<file path="src/rtl/divider_8_arbiter_ctrl.sv">
// -----------------------------------------------------------------------------
// divider_8_arbiter_ctrl
//
// Two requesters (A and B) share one 8-bit restoring divider. An idle/compute/
// done FSM grants the divider to one requester at a time. Ties go round-robin,
// and A wins first after reset. The FSM latches the winner's operands, runs one
// quotient bit per cycle, then holds the result until the grantee acks.
//
// Ports
//   ClkPort              in   sole clock, rising edge
//   Reset                in   asynchronous active-low reset
//   ReqA, XinA, YinA     in   requester A request, dividend, divisor
//   ReqB, XinB, YinB     in   requester B request, dividend, divisor
//   Ack                  in   grantee has consumed the result (only used in QD)
//   GntA, GntB           out  current owner of the divider (one-hot or idle)
//   Quotient, Remainder  out  result of the last completed division
//   Done                 out  result valid (same as Qd)
//   Qi, Qc, Qd           out  one-hot state indication
//   DivZero              out  divide-by-zero flag, meaningful while Done=1
//
// Build option
//   DIVIDER_8_DIVZERO_TRAP_EN : when defined, a zero divisor skips the compute
//   phase. The FSM goes straight to QD with Quotient=FF, Remainder=dividend and
//   DivZero=1. When not defined, a zero divisor runs the normal compute phase.
//   That also gives FF/dividend, and DivZero is tied low.
//
// state | meaning
// ------+----------------------------------------------------------
// QI    | idle, arbitrating between ReqA and ReqB
// QC    | compute, one restoring-division step per cycle
// QD    | done, result presented, waiting for Ack from the grantee
// -----------------------------------------------------------------------------
module divider_8_arbiter_ctrl (
  input  logic       ClkPort,
  input  logic       Reset,
  input  logic       ReqA,
  input  logic [7:0] XinA,
  input  logic [7:0] YinA,
  input  logic       ReqB,
  input  logic [7:0] XinB,
  input  logic [7:0] YinB,
  input  logic       Ack,
  output logic       GntA,
  output logic       GntB,
  output logic [7:0] Quotient,
  output logic [7:0] Remainder,
  output logic       Done,
  output logic       Qi,
  output logic       Qc,
  output logic       Qd,
  output logic       DivZero
);

  typedef enum logic [1:0] {
    QI = 2'd0,
    QC = 2'd1,
    QD = 2'd2
  } state_t;

  // Compute steps run while cnt_q counts 0..7. The result is committed on the
  // edge where cnt_q==8. QD is therefore entered 9 edges after the grant edge.
  localparam logic [3:0] CNT_COMMIT = 4'd8;

  state_t     state_q, state_d;
  logic       gnt_a_q, gnt_a_d;
  logic       gnt_b_q, gnt_b_d;
  logic       last_a_q, last_a_d;   // 1: A was served last, 0: B was
  logic [7:0] work_q, work_d;       // dividend bits shift out, quotient bits shift in
  logic [7:0] rem_q, rem_d;         // partial remainder, always < divisor after a step
  logic [7:0] dvsr_q, dvsr_d;
  logic [3:0] cnt_q, cnt_d;
  logic [7:0] quot_q, quot_d;
  logic [7:0] remo_q, remo_d;

  logic       pick_a;
  logic [7:0] sel_x;
  logic [7:0] sel_y;
  logic [8:0] trial;
  logic       trial_ge;
  logic [7:0] trial_diff;

`ifdef DIVIDER_8_DIVZERO_TRAP_EN
  logic       div_zero_q, div_zero_d;
`endif

  // A wins when it asks alone, or when both ask and B was served last.
  assign pick_a = ReqA & (~ReqB | ~last_a_q);
  assign sel_x  = pick_a ? XinA : XinB;
  assign sel_y  = pick_a ? YinA : YinB;

  // Restoring step: bring down the next dividend bit. Subtract the divisor if
  // the 9-bit trial value is at least the zero-extended divisor. When the
  // subtraction happens, the difference is below 256, so 8 bits hold it.
  assign trial      = {rem_q, work_q[7]};
  assign trial_ge   = (trial >= {1'b0, dvsr_q});
  assign trial_diff = trial[7:0] - dvsr_q;

  always_comb begin
    state_d  = state_q;
    gnt_a_d  = gnt_a_q;
    gnt_b_d  = gnt_b_q;
    last_a_d = last_a_q;
    work_d   = work_q;
    rem_d    = rem_q;
    dvsr_d   = dvsr_q;
    cnt_d    = cnt_q;
    quot_d   = quot_q;
    remo_d   = remo_q;
`ifdef DIVIDER_8_DIVZERO_TRAP_EN
    div_zero_d = div_zero_q;
`endif

    case (state_q)
      QI: begin
        // Ack is deliberately not looked at here. A held Ack must not delay
        // the next grant.
        if (ReqA | ReqB) begin
          gnt_a_d = pick_a;
          gnt_b_d = ~pick_a;
          work_d  = sel_x;
          dvsr_d  = sel_y;
          rem_d   = 8'd0;
          cnt_d   = 4'd0;
          state_d = QC;
`ifdef DIVIDER_8_DIVZERO_TRAP_EN
          if (sel_y == 8'd0) begin
            state_d    = QD;
            quot_d     = 8'hFF;
            remo_d     = sel_x;
            div_zero_d = 1'b1;
          end
`endif
        end
      end

      QC: begin
        if (cnt_q == CNT_COMMIT) begin
          state_d = QD;
          quot_d  = work_q;
          remo_d  = rem_q;
`ifdef DIVIDER_8_DIVZERO_TRAP_EN
          div_zero_d = 1'b0;
`endif
        end else begin
          rem_d  = trial_ge ? trial_diff : trial[7:0];
          work_d = {work_q[6:0], trial_ge};
          cnt_d  = cnt_q + 4'd1;
        end
      end

      QD: begin
        if (Ack) begin
          state_d  = QI;
          gnt_a_d  = 1'b0;
          gnt_b_d  = 1'b0;
          last_a_d = gnt_a_q;
        end
      end

      default: begin
        state_d = QI;
        gnt_a_d = 1'b0;
        gnt_b_d = 1'b0;
      end
    endcase
  end

  always_ff @(posedge ClkPort or negedge Reset) begin
    if (!Reset) begin
      state_q  <= QI;
      gnt_a_q  <= 1'b0;
      gnt_b_q  <= 1'b0;
      last_a_q <= 1'b0;    // B counts as last served, so A wins the first tie
      work_q   <= 8'd0;
      rem_q    <= 8'd0;
      dvsr_q   <= 8'd0;
      cnt_q    <= 4'd0;
      quot_q   <= 8'd0;
      remo_q   <= 8'd0;
    end else begin
      state_q  <= state_d;
      gnt_a_q  <= gnt_a_d;
      gnt_b_q  <= gnt_b_d;
      last_a_q <= last_a_d;
      work_q   <= work_d;
      rem_q    <= rem_d;
      dvsr_q   <= dvsr_d;
      cnt_q    <= cnt_d;
      quot_q   <= quot_d;
      remo_q   <= remo_d;
    end
  end

`ifdef DIVIDER_8_DIVZERO_TRAP_EN
  always_ff @(posedge ClkPort or negedge Reset) begin
    if (!Reset) begin
      div_zero_q <= 1'b0;
    end else begin
      div_zero_q <= div_zero_d;
    end
  end

  assign DivZero = div_zero_q;
`else
  assign DivZero = 1'b0;
`endif

  assign GntA      = gnt_a_q;
  assign GntB      = gnt_b_q;
  assign Quotient  = quot_q;
  assign Remainder = remo_q;
  assign Qi        = (state_q == QI);
  assign Qc        = (state_q == QC);
  assign Qd        = (state_q == QD);
  assign Done      = Qd;

endmodule

</file>
<file path="config.mk">
export PLATFORM = sky130hd
export DESIGN_NAME = divider_8_arbiter_ctrl
export DESIGN_NICKNAME = d
export VERILOG_FILES = /design/src/rtl/divider_8_arbiter_ctrl.sv
export SDC_FILE = /design/constraint.sdc
export NUM_CORES = 1
export LEC_CHECK = 0
export CORE_MARGIN = 2
export CORE_UTILIZATION = 35
export CTS_CLUSTER_DIAMETER = 50
export DETAILED_ROUTE_END_ITERATION = 8
export GPL_ROUTABILITY_DRIVEN = 1
export MAX_ROUTING_LAYER = met4
export PLACE_DENSITY_LB_ADDON = 0.15
export SYNTH_ARGS = -nofsm -noshare
export SYNTH_HDL_FRONTEND = slang
export SYNTH_SLANG_ARGS = --single-unit
export TNS_END_PERCENT = 20
</file>
<file path="constraint.sdc">
create_clock -name ClkPort -period 2 [get_ports ClkPort]
set_input_delay 0.5 -clock ClkPort [delete_from_list [all_inputs] [get_ports ClkPort]]
set_output_delay 0.5 -clock ClkPort [all_outputs]
set_load 0.03 [all_outputs]
</file>
# Yosys cells after proc, flatten, opt, wreduce, memory -nomap -nowiden
# Index checks and enable logic that the tools add are counted.
dict set report totals {
  ff_bits 49
  in_bits 37
  output_inout_bits 23
  word_cells 56
}
dict set report classes {
  addsub 2
  n_lt_le_gt_ge 1
  n_eq_ne 7
  n_mux 21
  bitwise_logic 7
  n_reduce_logical 8
}
# cell count
set op_table {}
lappend op_table {{$mux 8} 7}
lappend op_table {{$pmux 8 s2} 2}
lappend op_table {{$ge 9x8->1} 1}
lappend op_table {{$reduce_and 3->1} 3}
lappend op_table {{$mux 4} 2}
lappend op_table {{$pmux 4 s2} 1}
lappend op_table {{$sub 8x8->8} 1}
lappend op_table {{$mux 2} 3}
lappend op_table {{$pmux 1 s3} 2}
lappend op_table {{$pmux 2 s3} 1}
lappend op_table {{$reduce_and 2->1} 3}
lappend op_table {{$add 4x1->4 const B} 1}
lappend op_table {{$eq 4x4->1 const B} 1}
lappend op_table {{$ne 2x1->1 const B} 2}
lappend op_table {{$ne 2x2->1 const B} 2}
lappend op_table {{$not 1->1} 4}
lappend op_table {{$mux 1} 3}
lappend op_table {{$eq 2x1->1 const B} 1}
lappend op_table {{$eq 2x2->1 const B} 1}
lappend op_table {{$logic_not 2->1} 1}
lappend op_table {{$or 1x1->1} 2}
lappend op_table {{$reduce_bool 2->1} 1}
lappend op_table {{$and 1x1->1} 1}

# Longest topological paths before layout
# Gate-level depths: netlist of run 1.
dict set report logic_depth {
  depth_word 6
  ltp_mapped 9
  mapped_depth_nobuf 8
}

# Worst setup path after synthesis of run 1
# Ideal clock, no wire load.
dict set report synth_timing {
  kind {register -> register}
  start {reg rem_q[5]}
  end {reg work_q[0]}
  setup_ps 121
  arrival_time_ps 1713
  required_time_ps 1879
  path_slack_ps 166
  stages_incl_launch_ff 8
  n_path_buf 1
  synth_period_minus_slack_ps 1834
  path_cell_list {dfrtp_1 > ha_1 > a21oi_1 > o221ai_2 > a21oi_2 > buf_4 > nand2_1 > a22o_1}
}
dict set report synth_via {
  elab_chain_len 3
}
# element line_no
set synth_lines {}
lappend synth_lines {{from (decl)} 69} ;# logic [7:0] rem_q, rem_d;
lappend synth_lines {{from (signal assigned)} 186} ;# rem_q <= rem_d;
lappend synth_lines {{$ge 9x8->1} 95} ;# assign trial_ge = (trial >= {1'b0, dvsr_q});
lappend synth_lines {{$mux 8} 137} ;# if (cnt_q == CNT_COMMIT) begin
lappend synth_lines {{$pmux 8 s2} 113} ;# case (state_q)
lappend synth_lines {{to (signal assigned)} 185} ;# work_q <= work_d;
lappend synth_lines {{to (decl)} 68} ;# logic [7:0] work_q, work_d;
# No other way between the ends. The select of a mux whose other input is x is not followed.
# A chain may end at the register's enable or synchronous reset.

# Worst setup path after layout of run 1
dict set report layout_timing {
  start {reg state_q[0]}
  end {out Qd}
}
dict set report layout_via {
  elab_chain_len 1
}
# element line_no
set layout_lines {}
lappend layout_lines {{from (decl)} 64} ;# state_t state_q, state_d;
lappend layout_lines {{from (signal assigned)} 181} ;# state_q <= state_d;
lappend layout_lines {{$eq 2x2->1} 214} ;# assign Qd = (state_q == QD);
lappend layout_lines {{to (decl)} 50} ;# output logic Qd,
# No other way between the ends.

==> impl_metrics.env, run 1 <==
export IMPL_cp_arrival_ns=1.40
export IMPL_reg2reg_depth=8
export IMPL_fmax_mhz=526.9
export IMPL_grt_pass1_wl_um=10230
export IMPL_yosysWarnings=0
export IMPL_viasPerCell=4.851
export IMPL_drtIter0Drc=64
export IMPL_root_buffer="clkbuf_8"
export IMPL_wire_per_inst_um=13.45
export IMPL_cts_sink_count=49
export IMPL_insertion_delay_ns=0.30
export IMPL_p_seq_frac=0.292
export IMPL_clockBufferDepth=2
export IMPL_critPathLaunch="state_q[0]"
export IMPL_cts_made_buffers=5
export IMPL_routed_wl_um=5877
export IMPL_die_area_sq_mm=0.008370
export IMPL_r2r_start="work_q[7]"
export IMPL_yosys_area_top_type="dfrtp_1"
export IMPL_cp_max_fo=7
export IMPL_grt_pass1_vias=2119
export IMPL_synthSimpleGateAreaFrac=0.1284
export IMPL_regArea_sq_mm=0.001226
export IMPL_synth_compound_area_frac=0.1476
export IMPL_antenna_cells=0
export IMPL_area_growth_pct=35.59
export IMPL_row_count=31
export IMPL_dieWidth_um=91.49
export IMPL_p_comb_frac=0.570
export IMPL_synth_top_family_by_area="compound AO/OA/AOI/OAI gates"
export IMPL_path_clk_slew_ns=0.09
export IMPL_synthAdderAreaFrac=0.05418
export IMPL_ys_ff_latch=49
export IMPL_synth_top_area_frac=0.4577
export IMPL_hold_buffers=0
export IMPL_maxSlewViolCount=0
export IMPL_switching_share=0.4154
export IMPL_synth_edf_count=0
export IMPL_cts_tree="built"
export IMPL_min_path_type="in -> async"
export IMPL_grt_max_degree=32
export IMPL_synth_xor_area_frac=0.01308
export IMPL_stdcell_count=437
export IMPL_power_density_mw_per_mm2=1701
export IMPL_place_gp_congestion=0.8267
export IMPL_syn_nets=311
export IMPL_cp_endpoint="Qd"
export IMPL_grt_overflow=0
export IMPL_run_status="completed"
export IMPL_netlist_instances=263
export IMPL_fin_nets=385
export IMPL_multi_input_area_sq_mm=0.001321
export IMPL_dieHeight_um=91.49
export IMPL_postRouteAntennaNets=0
export IMPL_clkPwrFrac=0.138
export IMPL_netlist_top_cells_area="dfrtp_1 46%, mux2_2 7.6%, mux2i_1 6.4%, ha_1 4.7%, a21oi_1 3.5%"
export IMPL_h_tree_depth=2
export IMPL_grt_use_total=0.1560
export IMPL_muxShareOfSynthArea=0.1392
export IMPL_initial_utilization=0.3654
export IMPL_firstDrtPassIters=4
export IMPL_synth_seq_area_share=0.4577
export IMPL_p_switching_mw=2.566
export IMPL_tns_ns=0
export IMPL_setup_violations=0
export IMPL_antenna_found_initial=0
export IMPL_cp_end_kind="output port"
export IMPL_final_setup_skew_ns=0.006022
export IMPL_dp_hpwl_um=4460
export IMPL_postSynthAreaPerCell_sq_um=10.19
export IMPL_drc=0
export IMPL_hold_viol_final=0
export IMPL_placedCellCount=429
export IMPL_fin_crit_sh=0.9490
export IMPL_fillerInstances=662
export IMPL_netlist_area_sq_mm=0.002679
export IMPL_ir_drop_uv=511.5
export IMPL_fin_crit_ns=1.898
export IMPL_p_leak_nw=1.638
export IMPL_r2r_end="rem_q[6]"
export IMPL_critical_path_class="reg -> out"
export IMPL_port_buffers=58
export IMPL_r2r_setup_slack_ns=0.14
export IMPL_synth_distinct_cells=51
export IMPL_core_area_sq_mm=0.007331
export IMPL_synth_ff_type="dfrtp_1"
export IMPL_p_int_mw=3.612
export IMPL_required_ns=1.50
export IMPL_drive_above_1_share=0.1893
export IMPL_ios=60
export IMPL_synth_async_reset_ratio=1.000
export IMPL_rsz0062_at_grt="true"
export IMPL_cap_viol_max_count=0
export IMPL_vias=2120
export IMPL_start_kind="flip-flop"
==> worst min path at each step <==
stage / endpoint / slack [ns] / cells past startpoint
4_1_cts: dvsr_q[6] / 0.14 / 1
5_1_grt: last_a_q / 0.17 / 1
2_1_floorplan: GntA / 0.20 / 0
6_report: last_a_q / 0.13 / 1
3_3_place_gp: last_a_q / 0.48 / 1
3_5_place_dp: last_a_q / 0.48 / 1
==> per-stage QoR <==
| stage | hold slack, ns | cell area (sq um) | utilization | setup slack [ns] | total power, mW |
|---|---|---|---|---|---|
| floorplan | 0.2044 | 2679 | - | 0.1664 | 4.168 |
| global placement | 0.4770 | 3480 | 0.4747 | 0.05184 | 5.262 |
| detailed placement | 0.4797 | 3480 | 0.4747 | 0.02729 | 5.334 |
| CTS | 0.1447 | 3612 | 0.4927 | 0.04605 | 6.187 |
| global route | 0.1697 | 3632 | 0.4955 | -0.006408 | 6.726 |
| finish | 0.1304 | 3632 | 0.4955 | 0.1020 | 6.178 |
==> layout make-up <==
| cell class | instances | area share |
|---|---|---|
| timing repair buffer | 79 | 0.2084 |
| sequential | 49 | 0.3376 |
| tap | 99 | 0.03410 |
| multi-input combinational | 185 | 0.3638 |
| clock buffer | 5 | 0.01895 |
| clock inverter | 3 | 0.01895 |
| inverter | 17 | 0.01826 |
==> sequential cells by signal, summed over array words and instances, names as in the netlist <==
register and count:
GntA 1, GntB 1, Quotient 8, Remainder 8, cnt_q 4, dvsr_q 8
last_a_q 1, rem_q 8, state_q 2, work_q 8
==> per-layer routing <==
metal	part of all wire	wire [um]	vias to the layer above	GRT usage
met5	0	0	-	-
met4	0.011	64	0	0.04545
met3	0.056	330	4	0.03402
met2	0.45	2657	58	0.2457
met1	0.48	2824	985	0.2024
li1	-	-	1073	-
==> cells in the final DEF, fill, tap and decap left out, drive strengths merged, types with 3 or more instances in the layout <==
cell / n
clkdlybuf4s50: 53
dfrtp: 49
nor2: 27
nand2: 24
buf: 22
a21oi: 20
mux2: 18
inv: 18
mux2i: 17
o21ai: 15
ha: 10
a32oi: 5
clkbuf: 5
nand3: 5
dlygate4sd2: 4
nor3: 4
nor2b: 4
a211oi: 3
xnor2: 3
==> repair_timing <==
| item | 4_1_cts | 5_1_grt |
|---|---|---|
| gates cloned | 0 | 0 |
| endpoints found under the setup margin | 4 | 6 |
| setup buffers | 0 | 0 |
| resized for setup | 4 | 6 |
==> cell families after synthesis <==
group,after synthesis
AOI/OAI and AO/OA,61
xor gates and xnor gates,4
adders and majority gates,11
buffers and inverters,29
DFF,49
muxes,35
other,1
and+or+nand+nor,73
==> synth_stat cells (2+ instances only) <==
| cell type | number |
|---|---|
| a211oi_1 | 3 |
| a21boi_0 | 2 |
| a21o_1 | 2 |
| a21oi_1 | 19 |
| a22oi_1 | 2 |
| a32oi_1 | 5 |
| and2_1 | 2 |
| buf_2 | 3 |
| buf_4 | 5 |
| buf_6 | 3 |
| dfrtp_1 | 49 |
| ha_1 | 10 |
| inv_1 | 15 |
| mux2_2 | 18 |
| mux2i_1 | 17 |
| nand2_1 | 22 |
| nand2_2 | 2 |
| nand2b_1 | 2 |
| nand3_1 | 4 |
| nor2_1 | 25 |
| nor2b_1 | 4 |
| nor3_1 | 4 |
| o21ai_0 | 14 |
| o31ai_1 | 2 |
| xnor2_1 | 3 |
==> critical path: stages (launching register included) <==
cell and delay (ns):
dfrtp_1 0.47, nor2_1 0.20, dlygate4sd2_1 0.42
==> power by group through the flow <==
stage                     clock [mW]  combinational [mW]  sequential [mW]
after global placement             0                3.44             1.82
after detailed placement           0                3.50             1.83
after floorplan                    0                2.10             2.07
final                          0.855                3.52             1.80
after CTS                      0.877                3.50             1.81
after global routing           0.926                3.93             1.87
No activity file was read; power rests on OpenSTA's default activity.
==> run 2, diff against run 1 <==
--- a/config.mk
+++ b/config.mk
@@ -6,12 +6,13 @@
 export NUM_CORES = 1
 export LEC_CHECK = 0
 export CORE_MARGIN = 2
-export CORE_UTILIZATION = 35
+export CORE_UTILIZATION = 50
 export CTS_CLUSTER_DIAMETER = 50
 export DETAILED_ROUTE_END_ITERATION = 8
 export GPL_ROUTABILITY_DRIVEN = 1
 export MAX_ROUTING_LAYER = met4
 export PLACE_DENSITY_LB_ADDON = 0.15
+export SETUP_SLACK_MARGIN = 0.4
 export SYNTH_ARGS = -nofsm -noshare
 export SYNTH_HDL_FRONTEND = slang
 export SYNTH_SLANG_ARGS = --single-unit
==> impl_metrics.env, run 2 (synthesis results as in run 1) <==
export IMPL_start_kind="flip-flop"
export IMPL_fillerInstances=380
export IMPL_required_ns=2.19
export IMPL_drtIter0Drc=157
export IMPL_reg2reg_depth=7
export IMPL_critPathLaunch="dvsr_q[0]"
export IMPL_rsz0062_at_grt="true"
export IMPL_cp_arrival_ns=2.10
export IMPL_cts_made_buffers=5
export IMPL_hold_viol_final=0
export IMPL_row_count=26
export IMPL_tns_ns=0
export IMPL_root_buffer="clkbuf_8"
export IMPL_power_density_mw_per_mm2=1801
export IMPL_max_slew_worst_pin_slew_ns=0.5037
export IMPL_cts_tree="built"
export IMPL_grt_use_total=0.2233
export IMPL_initial_utilization=0.5212
export IMPL_fin_crit_ns=1.915
export IMPL_final_cell_mix="48 x dfrtp_1, 41 x clkdlybuf4s50_1, 26 x buf_4"
export IMPL_final_common_cell="dfrtp_1"
export IMPL_p_leak_nw=1.799
export IMPL_area_growth_pct=45.03
export IMPL_final_setup_skew_ns=0.006247
export IMPL_port_buffers=58
export IMPL_cts_sink_count=49
export IMPL_vias=2246
export IMPL_maxSlewViolCount=0
export IMPL_path_clk_slew_ns=0.09
export IMPL_slew_headroom=0.6642
export IMPL_ir_drop_uv=796.1
export IMPL_setup_violations=0
export IMPL_dieWidth_um=77.20
export IMPL_cap_viol_max_count=0
export IMPL_drc=0
export IMPL_postRouteAntennaNets=0
export IMPL_r2r_end="rem_q[6]"
export IMPL_dp_hpwl_um=4362
export IMPL_wire_per_inst_um=14.87
export IMPL_die_area_sq_mm=0.005959
export IMPL_antenna_found_initial=0
export IMPL_cp_max_fo=3
export IMPL_grt_overflow=0
export IMPL_grt_max_degree=29
export IMPL_fin_crit_sh=0.9575
export IMPL_run_status="completed"
export IMPL_viasPerCell=5.360
export IMPL_insertion_delay_ns=0.30
export IMPL_h_tree_depth=2
export IMPL_place_gp_congestion=0.8712
export IMPL_hold_buffers=0
export IMPL_fin_nets=396
export IMPL_grt_pass1_vias=2199
export IMPL_grt_pass1_wl_um=10380
export IMPL_antenna_cells=0
export IMPL_cp_end_kind="flip-flop"
export IMPL_clockBufferDepth=2
export IMPL_postLayoutCoreUtil=0.7558
export IMPL_r2r_start="dvsr_q[0]"
export IMPL_drive_above_1_share=0.2837
export IMPL_r2r_setup_slack_ns=0.08
export IMPL_min_path_type="in -> async"
export IMPL_fmax_mhz=522.2
export IMPL_ios=60
export IMPL_firstDrtPassIters=4
export IMPL_routed_wl_um=6231
export IMPL_core_area_sq_mm=0.005140
export IMPL_critical_path_class="reg -> reg"
export IMPL_dieHeight_um=77.20
## run 2: cell types whose count changed in the layout (fill, tap and decap cells not counted), sizes merged
cell and delta:
clkdlybuf4s15 +2, bufinv -1, dlymetal6s2s +6, clkbuf +2
inv -1, buf +15, clkdlybuf4s50 -12
## run 2: layout make-up
type,count,area (sq um),share of cell area
Clock inverter,1,30.03,0.007729
Multi-Input combinational cell,185,1499,0.3858
Clock buffer,7,86.33,0.02222
Inverter,17,66.31,0.01707
Tap cell,70,87.58,0.02254
Timing Repair Buffer,90,888.4,0.2287
Sequential cell,49,1227,0.3159
## run 2: critical path, cell delays in order (launching register included)
cell	delay (ns)
dfrtp_1	0.43
ha_4	0.20
fa_2	0.36
nor2b_2	0.17
o31a_1	0.20
mux2i_1	0.21
a31o_2	0.17
o21ai_1	0.06
## run 2: worst max path at each step
stage | endpoint | slack (ns) | depth (start not counted)
2_1_floorplan | Qd | 0.28 | 3
3_3_place_gp | work_q[7] | 0.11 | 6
3_5_place_dp | work_q[6] | 0.05 | 7
4_1_cts | Qi | 0.14 | 3
5_1_grt | rem_q[0] | 0.03 | 8
6_report | rem_q[6] | 0.08 | 7
## run 2: power by group
group / switching [mW] / internal (mW) / total (mW)
clock: 0.321 / 0.408 / 0.729
combinational: 2.27 / 2.18 / 4.45
sequential: 0.350 / 1.47 / 1.82
## run 2: metrics by stage
stage | instance area, sq um | total power, mW | worst slack (ns) | std cells | hold WS (ns)
3_3_place_gp | 3552 | 5.440 | 0.1084 | 402 | 0.4864
5_1_grt | 3885 | 7.506 | 0.02570 | 419 | 0.1864
6_report | 3885 | 6.996 | 0.08495 | 419 | 0.1510
2_1_floorplan | 2751 | 4.373 | 0.2758 | 263 | 0.2044
4_1_cts | 3744 | 6.537 | 0.1383 | 417 | 0.1683
3_5_place_dp | 3552 | 5.581 | 0.04774 | 402 | 0.4943
## run 2: repair_timing
item	CTS	global route
setup endpoints to repair	56	63
pin swaps	5	14
gates resized for setup	33	35
buffers inserted	7	2
## run 2: per-layer routing
metal | global-route usage | up-vias | part of all wire
li1 | - | 1100 | -
met1 | 0.2889 | 1073 | 0.46
met2 | 0.3617 | 65 | 0.48
met3 | 0.04235 | 8 | 0.045
met4 | 0.06071 | 0 | 0.015
met5 | - | - | 0
==> run 3, diff against run 2 <==
--- a/config.mk
+++ b/config.mk
@@ -9,7 +9,7 @@
 export CORE_UTILIZATION = 50
 export CTS_CLUSTER_DIAMETER = 50
 export DETAILED_ROUTE_END_ITERATION = 8
-export GPL_ROUTABILITY_DRIVEN = 1
+export GPL_ROUTABILITY_DRIVEN = 0
 export MAX_ROUTING_LAYER = met4
 export PLACE_DENSITY_LB_ADDON = 0.15
 export SETUP_SLACK_MARGIN = 0.4
==> results of run 3 <==
No change in the layout: final DEF, timing and power equal those of run 2.
